===== src/rtl/stream_mux_pkg.sv =====
// Shared defaults, data word type and index helper for the round-robin stream mux.
package stream_mux_pkg;

    localparam int unsigned DEFAULT_WIDTH = 16;
    localparam int unsigned DEFAULT_N     = 4;

    typedef logic [DEFAULT_WIDTH-1:0] word_t;

    // (idx+1) mod n without a divider; idx is always < n at the call sites
    function automatic int unsigned next_idx(input int unsigned idx, input int unsigned n);
        return (idx + 1 >= n) ? 0 : idx + 1;
    endfunction

endpackage


===== src/rtl/rr_arbiter.sv =====
// Combinational N-way arbiter with force-select override.
// STREAM_MUX_RR_EN selects round-robin search from ptr; otherwise fixed priority from 0.
import stream_mux_pkg::*;

module rr_arbiter #(
    parameter  int unsigned N    = DEFAULT_N,
    localparam int unsigned SELW = $clog2(N)
) (
    input  logic [N-1:0]    req,
    input  logic [SELW-1:0] ptr,
    input  logic            force_en,
    input  logic [SELW-1:0] force_sel,
    output logic [SELW-1:0] grant,
    output logic            grant_valid
);

    int unsigned start;
    int unsigned idx;

`ifdef STREAM_MUX_RR_EN
    assign start = 32'(ptr);
`else
    logic unused_ptr;
    assign unused_ptr = ^ptr;
    assign start      = 0;
`endif

    always_comb begin
        grant       = '0;
        grant_valid = 1'b0;
        idx         = 0;
        if (force_en) begin
            // an out-of-range or idle forced channel yields no grant at all
            if (32'(force_sel) < N) begin
                grant       = force_sel;
                grant_valid = req[force_sel];
            end
        end else begin
            for (int unsigned k = 0; k < N; k++) begin
                idx = start + k;
                if (idx >= N) begin
                    idx = idx - N;
                end
                if (!grant_valid && req[idx]) begin
                    grant       = SELW'(idx);
                    grant_valid = 1'b1;
                end
            end
        end
    end

endmodule


===== src/rtl/stream_mux_rr.sv =====
// N-to-1 valid/ready stream mux with registered output and built-in arbiter.
// Define STREAM_MUX_RR_EN for round-robin arbitration; default is fixed priority.
import stream_mux_pkg::*;

module stream_mux_rr #(
    parameter  int unsigned WIDTH = DEFAULT_WIDTH,
    parameter  int unsigned N     = DEFAULT_N,
    localparam int unsigned SELW  = $clog2(N)
) (
    input  logic                    clk,
    input  logic                    reset,
    input  logic [N-1:0][WIDTH-1:0] in_data,
    input  logic [N-1:0]            in_valid,
    output logic [N-1:0]            in_ready,
    input  logic                    force_en,
    input  logic [SELW-1:0]         force_sel,
    output logic [WIDTH-1:0]        out_data,
    output logic                    out_valid,
    input  logic                    out_ready,
    output logic [SELW-1:0]         out_sel
);

    logic            load;
    logic [SELW-1:0] grant;
    logic            grant_valid;
    logic [SELW-1:0] arb_ptr;

    assign load = !out_valid || out_ready;

`ifdef STREAM_MUX_RR_EN
    logic [SELW-1:0] ptr;

    // force-mode transfers leave the rotation where arbiter mode last put it
    always_ff @(posedge clk) begin
        if (reset) begin
            ptr <= '0;
        end else if (load && grant_valid && !force_en) begin
            ptr <= SELW'(next_idx(32'(grant), N));
        end
    end

    assign arb_ptr = ptr;
`else
    assign arb_ptr = '0;
`endif

    rr_arbiter #(
        .N (N)
    ) u_arb (
        .req         (in_valid),
        .ptr         (arb_ptr),
        .force_en    (force_en),
        .force_sel   (force_sel),
        .grant       (grant),
        .grant_valid (grant_valid)
    );

    always_comb begin
        in_ready = '0;
        if (!reset && load && grant_valid) begin
            in_ready[grant] = in_valid[grant];
        end
    end

    always_ff @(posedge clk) begin
        if (reset) begin
            out_valid <= 1'b0;
            out_data  <= '0;
            out_sel   <= '0;
        end else if (load) begin
            if (grant_valid) begin
                out_data  <= in_data[grant];
                out_sel   <= grant;
                out_valid <= 1'b1;
            end else begin
                out_valid <= 1'b0;
            end
        end
    end

endmodule

===== config.mk =====
export PLATFORM = sky130hd
export DESIGN_NAME = stream_mux_rr
export DESIGN_NICKNAME = d
export VERILOG_FILES = /design/src/rtl/stream_mux_pkg.sv /design/src/rtl/rr_arbiter.sv /design/src/rtl/stream_mux_rr.sv
export SDC_FILE = /design/constraint.sdc
export NUM_CORES = 1
export LEC_CHECK = 0
export ABC_AREA = 1
export CORE_UTILIZATION = 39
export DETAILED_ROUTE_END_ITERATION = 8
export PLACE_DENSITY_LB_ADDON = 0.12
export REMOVE_ABC_BUFFERS = 1
export SLEW_MARGIN = 20
export SYNTH_ARGS = -nofsm -noshare
export SYNTH_HDL_FRONTEND = slang
export SYNTH_SLANG_ARGS = --single-unit

===== constraint.sdc =====
create_clock -name clk -period 2.61 [get_ports clk]
set_clock_uncertainty 0.15 [all_clocks]
set_input_delay 0.522 -clock clk [delete_from_list [all_inputs] [get_ports clk]]
set_output_delay 0.522 -clock clk [all_outputs]
set_load 0.02 [all_outputs]

# ---- Yosys cells after proc, flatten, opt, wreduce, memory -nomap -nowiden
# Cells that the tools add are included.
dict set report op_classes {
  order_cmp 7
  mux 35
  n_bitwise 1
  reduce_logical 13
}
# op n
set op_table {}
lappend op_table {{$lt 32x3->1 const B} 4}
lappend op_table {{$mux 32} 4}
lappend op_table {{$bmux 16 s2} 1}
lappend op_table {{$mux 1} 16}
lappend op_table {{$mux 16} 1}
lappend op_table {{$bmux 1 s2} 6}
lappend op_table {{$mux 2} 5}
lappend op_table {{$logic_and 1x1->1} 6}
lappend op_table {{$lt 2x3->1 const B} 2}
lappend op_table {{$logic_not 1->1} 5}
lappend op_table {{$and 4x4->4} 1}
lappend op_table {{$mux 4} 1}
lappend op_table {{$demux 1 s2} 1}
lappend op_table {{$ge 2x1->1 const B} 1}
lappend op_table {{$reduce_and 2->1} 1}
lappend op_table {{$logic_or 1x1->1} 1}
dict set report word_totals {
  reg_bits 19
  inputBits 74
  output_inout_bits 23
  elab_cells 59
}

# ---- Longest topological paths before layout
dict set report logic_depth {
  word_depth 23
  depth_mapped 13
  depth_no_buf 11
}

# ---- Cells and area by module
# A second synthesis with hierarchy kept.
dict set report unflattened {
  hier_cells 259
  area_unflattened_um2 1471.4
}
# module instances cells_per_inst area_per_inst_um2
set modules_own_cells {}
lappend modules_own_cells {stream_mux_rr 1 235 1368.8}
lappend modules_own_cells {rr_arbiter 1 24 102.6}

# ---- Worst setup path after synthesis
# Ideal clock, no wire load.
dict set report synth_path {
  kind {input-to-output}
  start {input in_valid[2]}
  end {output in_ready[0]}
  t_arrival_ps 1589
  path_slack_ps 349
  stages 8
  cell_sequence {inv_1 -> nand2_1 -> nand2_1 -> nand2_2 -> nand2_2 -> buf_6 -> buf_6 -> nor3_1}
}
dict set report synth_via {
  elab_chain_cells 22
}
# item line_no
set synth_lines {}
lappend synth_lines {{start, declared} stream_mux_rr.sv:13} ;# input logic [N-1:0] in_valid,
lappend synth_lines {{$bmux 1 s2} rr_arbiter.sv:44} ;# if (!grant_valid && req[idx]) begin
lappend synth_lines {{$mux 1 (implied by the code)} rr_arbiter.sv:44}
lappend synth_lines {{$mux 1} rr_arbiter.sv:44}
lappend synth_lines {{$mux 1} rr_arbiter.sv:32} ;# if (force_en) begin
lappend synth_lines {{$logic_not 1->1} rr_arbiter.sv:44}
lappend synth_lines {{$logic_and 1x1->1} rr_arbiter.sv:44}
lappend synth_lines {{$mux 1} rr_arbiter.sv:44}
lappend synth_lines {{$mux 1} rr_arbiter.sv:32}
lappend synth_lines {{[... 6 more ...]} n/a}
lappend synth_lines {{$mux 2} rr_arbiter.sv:44}
lappend synth_lines {{$mux 2} rr_arbiter.sv:32}
lappend synth_lines {{$lt 2x3->1 (implied by the code) / $ge 2x1->1 (equally long branches)} stream_mux_rr.sv:61} ;# in_ready[grant] = in_valid[grant];
lappend synth_lines {{$logic_and 1x1->1 (implied by the code)} stream_mux_rr.sv:61}
lappend synth_lines {{$mux 1 (implied by the code)} stream_mux_rr.sv:61}
lappend synth_lines {{$demux 1 s2} stream_mux_rr.sv:61}
lappend synth_lines {{$and 4x4->4 (no source line)} n/a}
lappend synth_lines {{$mux 4 (*)} stream_mux_rr.sv:60} ;# if (!reset && load && grant_valid) begin
lappend synth_lines {{end, declared} stream_mux_rr.sv:14} ;# output logic [N-1:0] in_ready,
# Every way passes the cells marked *; elsewhere a longest branch is shown, timed or not. The select of a mux whose other input is x is not followed.

# ---- Worst setup path after layout
dict set report layout_path {
  start {input force_sel[1]}
  end {output in_ready[1]}
}
dict set report layout_via {
  elab_chain_cells 7
}
# item line_no
set layout_lines {}
lappend layout_lines {{start, declared} stream_mux_rr.sv:16} ;# input logic [SELW-1:0] force_sel,
lappend layout_lines {{$mux 2} rr_arbiter.sv:32}
lappend layout_lines {{$lt 2x3->1 (implied by the code) / $ge 2x1->1 (equally long branches)} stream_mux_rr.sv:61}
lappend layout_lines {{$logic_and 1x1->1 (implied by the code)} stream_mux_rr.sv:61}
lappend layout_lines {{$mux 1 (implied by the code)} stream_mux_rr.sv:61}
lappend layout_lines {{$demux 1 s2} stream_mux_rr.sv:61}
lappend layout_lines {{$and 4x4->4 (no source line)} n/a}
lappend layout_lines {{$mux 4 (*)} stream_mux_rr.sv:60}
# Marked as above.

==> flow_metrics.py <==
metrics = {
    "run_status": {
        "outcome": "completed",
    },
    "finish": {
        "antenna_cells": 0,
        "final_common_cell": "nand2_1",
        "nets": 433,
        "synthToLayoutAreaGrowth_pct": 76.6,
        "stdcell_count": 404,
        "drive_above_1_share_pct": 9.50,
        "layout_common_cells": "90 x nand2_1, 86 x clkdlybuf4s50_1, 53 x nand3_1",
        "postLayoutCoreUtil_pct": 73.7,
    },
    "yosys": {
        "synthAdderAreaFrac_pct": 0,
        "synth_top_family_by_area": "simple AND/OR/NAND/NOR gates",
        "syn-cell-area_um2": 1440,
        "synth_warnings": 0,
        "syn_inst": 258,
        "synth_xor_area_share_pct": 0,
        "postSynthAreaPerCell_um2": 5.57,
        "ys_types": 17,
        "synth.area.mux_share_pct": 0,
        "ys_ff_latch": 19,
        "yosys.area_share.simple_pct": 53.8,
        "synth-compound-area-share_pct": 6.97,
        "synth_seq_area_share_pct": 26.5,
    },
    "worst_hold_path": {
        "hold_depth": 2,
        "min_path_type": "flip-flop to flip-flop",
        "holdPathEnd": "out_sel[1]",
        "min-delay-start": "out_sel[1]",
    },
    "clock_tree": {
        "cts_made_buffers": 3,
        "clock_latency_ns": 0.25,
        "clkSinkCount": 19,
        "root_buffer": "clkbuf_8",
        "clockBufferDepth": 2,
        "cts.clk_slew.worst_paths_ns": 0.07,
        "htree_levels": 1,
        "cts_tree": "yes",
    },
    "sta": {
        "min_period_over_period_pct": 96.4,
        "maxSlewViolCount": 0,
        "max_freq_mhz": 397,
        "tns_ns": 0,
        "setup_viol": 0,
        "worst_slew_pin_slew_ns": 0.314,
        "slew_headroom_pct": 79.1,
        "period_minus_slack_ns": 2.52,
        "fin_ws_ns": 0.0942,
        "hold_violations": 0,
    },
    "setup_path": {
        "worst_setup_path_end_kind": "primary output",
        "r2r_slack_ns": 1.04,
        "crit_chain": "clkdlybuf4s50_1 > nor2_1 > nand3_1 > nand4_1 > inv_2 > nand2_2 > nor3_2 > buf_4",
        "cp.required_ns": 1.94,
        "rr_worst_depth": 7,
        "max_stage_delay_ns": 0.48,
        "r2r_start": "out_valid",
        "cp-start-kind": "primary input",
        "worstPathMaxFanout": 4,
        "cp.arrival_ns": 1.84,
        "path_class": "primary input to primary output",
        "slowest_stage": "clkdlybuf4s50_1",
        "timing.rr.end": "out_data[8]",
    },
    "floorplanning": {
        "die_area_um2": 3930,
        "fp.dieH_um": 62.7,
        "start_util_pct": 41.7,
        "rows": 21,
        "core_area_um2": 3440,
        "pin_count": 97,
        "die_w_um": 62.7,
    },
    "routing": {
        "vias": 1902,
        "avgViaCountPerCell": 4.71,
        "avgRoutedWirePerCell_um": 11.4,
        "wl_um": 4600,
        "first_iter_violations": 98,
        "drc": 0,
        "ant_nets": 0,
        "firstDrtPassIters": 4,
    },
    "flow_run": {
        "drv_cap": 0,
    },
    "placed_design": {
        "numPlacedInstances": 397,
        "place_congestion": 0.829,
        "io_buffer_count": 96,
        "dp_hpwl_um": 3410,
        "pre_cts_ws_ns": -0.515,
    },
    "grt": {
        "grt_util_all_layers_pct": 24.4,
        "grt_pass1_vias": 1777,
        "grt_pass1_wl_um": 7760,
        "grt_max_degree": 29,
        "grt_antenna_before_repair": 0,
        "overflow": 0,
    },
    "pwr": {
        "powerDensity_nw_per_um2": 406,
        "totalPowerFinal_mw": 1.03,
        "vdd_drop_max_mv": 0.294,
        "p_leak_nw": 1.25,
    },
}
final cells by class:
class	instances	area [um2]
fill	296	906
timing repair buffer	110	1060
inverter	26	97.6
clock buffer	4	45.0
multi-input combinational	199	896
sequential	19	380
tap	46	57.6
power by group:
| part | internal, mW | total, mW | switching (mW) |
|---|---|---|---|
| logic | 0.245 | 0.483 | 0.238 |
| registers | 0.326 | 0.344 | 0.0172 |
| clock network | 0.108 | 0.203 | 0.0947 |
layer usage:
metal  routed length (um)  GRT usage [%]  share of wire (%)
met3                  221           5.11                4.8
met4                   30           6.98               0.65
met2                 2240           43.3                 49
met5                    0              0                  0
met1                 2110           29.3                 46
stage by stage:
stage / area, um2 / hold slack, ns
after floorplan: 1350 / 0.411
after global placement: 2450 / 0.313
after detailed placement: 2450 / 0.323
after CTS: 2480 / 0.340
after global routing: 2540 / 0.384
final: 2540 / 0.338
Yosys cell counts:
cell	instances	area, um2
o21ai_0	10	50.1
nand2_1	91	342
inv_2	2	7.51
nor2_1	23	86.3
nor2_2	1	6.26
nand2_2	3	18.8
buf_6	3	33.8
nand4_1	1	6.26
buf_2	8	40.0
a21oi_1	10	50.1
nor3_1	4	20.0
nand3_1	53	265
clkbuf_1	3	11.3
dfxtp_1	19	380
or2_2	1	6.26
nor2_4	2	22.5
inv_1	24	90.1
timing repair:
action                                  4_1_cts  5_1_grt
setup buffers                                 0        3
endpoints found under the hold margin         0        0
endpoints found under the setup margin        4        4
resized for setup                            22       10
pin swaps                                     1        3
hold buffers                                  0        0
flip-flops by register name, indices dropped and copies added, names as in the netlist:
name	cells
out_data	16
out_sel	2
out_valid	1
worst max-delay path by stage:
stage	from	end	slack (ns)
6_report	force_sel[1]	in_ready[1]	0.09
5_1_grt	force_sel[1]	in_ready[1]	-0.0004
4_1_cts	force_sel[0]	in_ready[0]	-0.01
3_5_place_dp	force_en	in_ready[1]	-0.51
3_3_place_gp	force_en	in_ready[3]	-0.42
2_1_floorplan	force_sel[0]	in_ready[0]	-0.02
logic make-up after synthesis:
kind of cell | Yosys count
AO/OA/AOI/OAI | 20
buffers and inverters | 40
AND/OR/NAND/NOR | 179
flip-flops | 19
critical path: cells and delay by family:
kind                   cells  cell delay [ns]
buffers and inverters      3             0.75
and+or+nand+nor            5             0.56
Note: power is estimated with default switching activity, not from simulation.
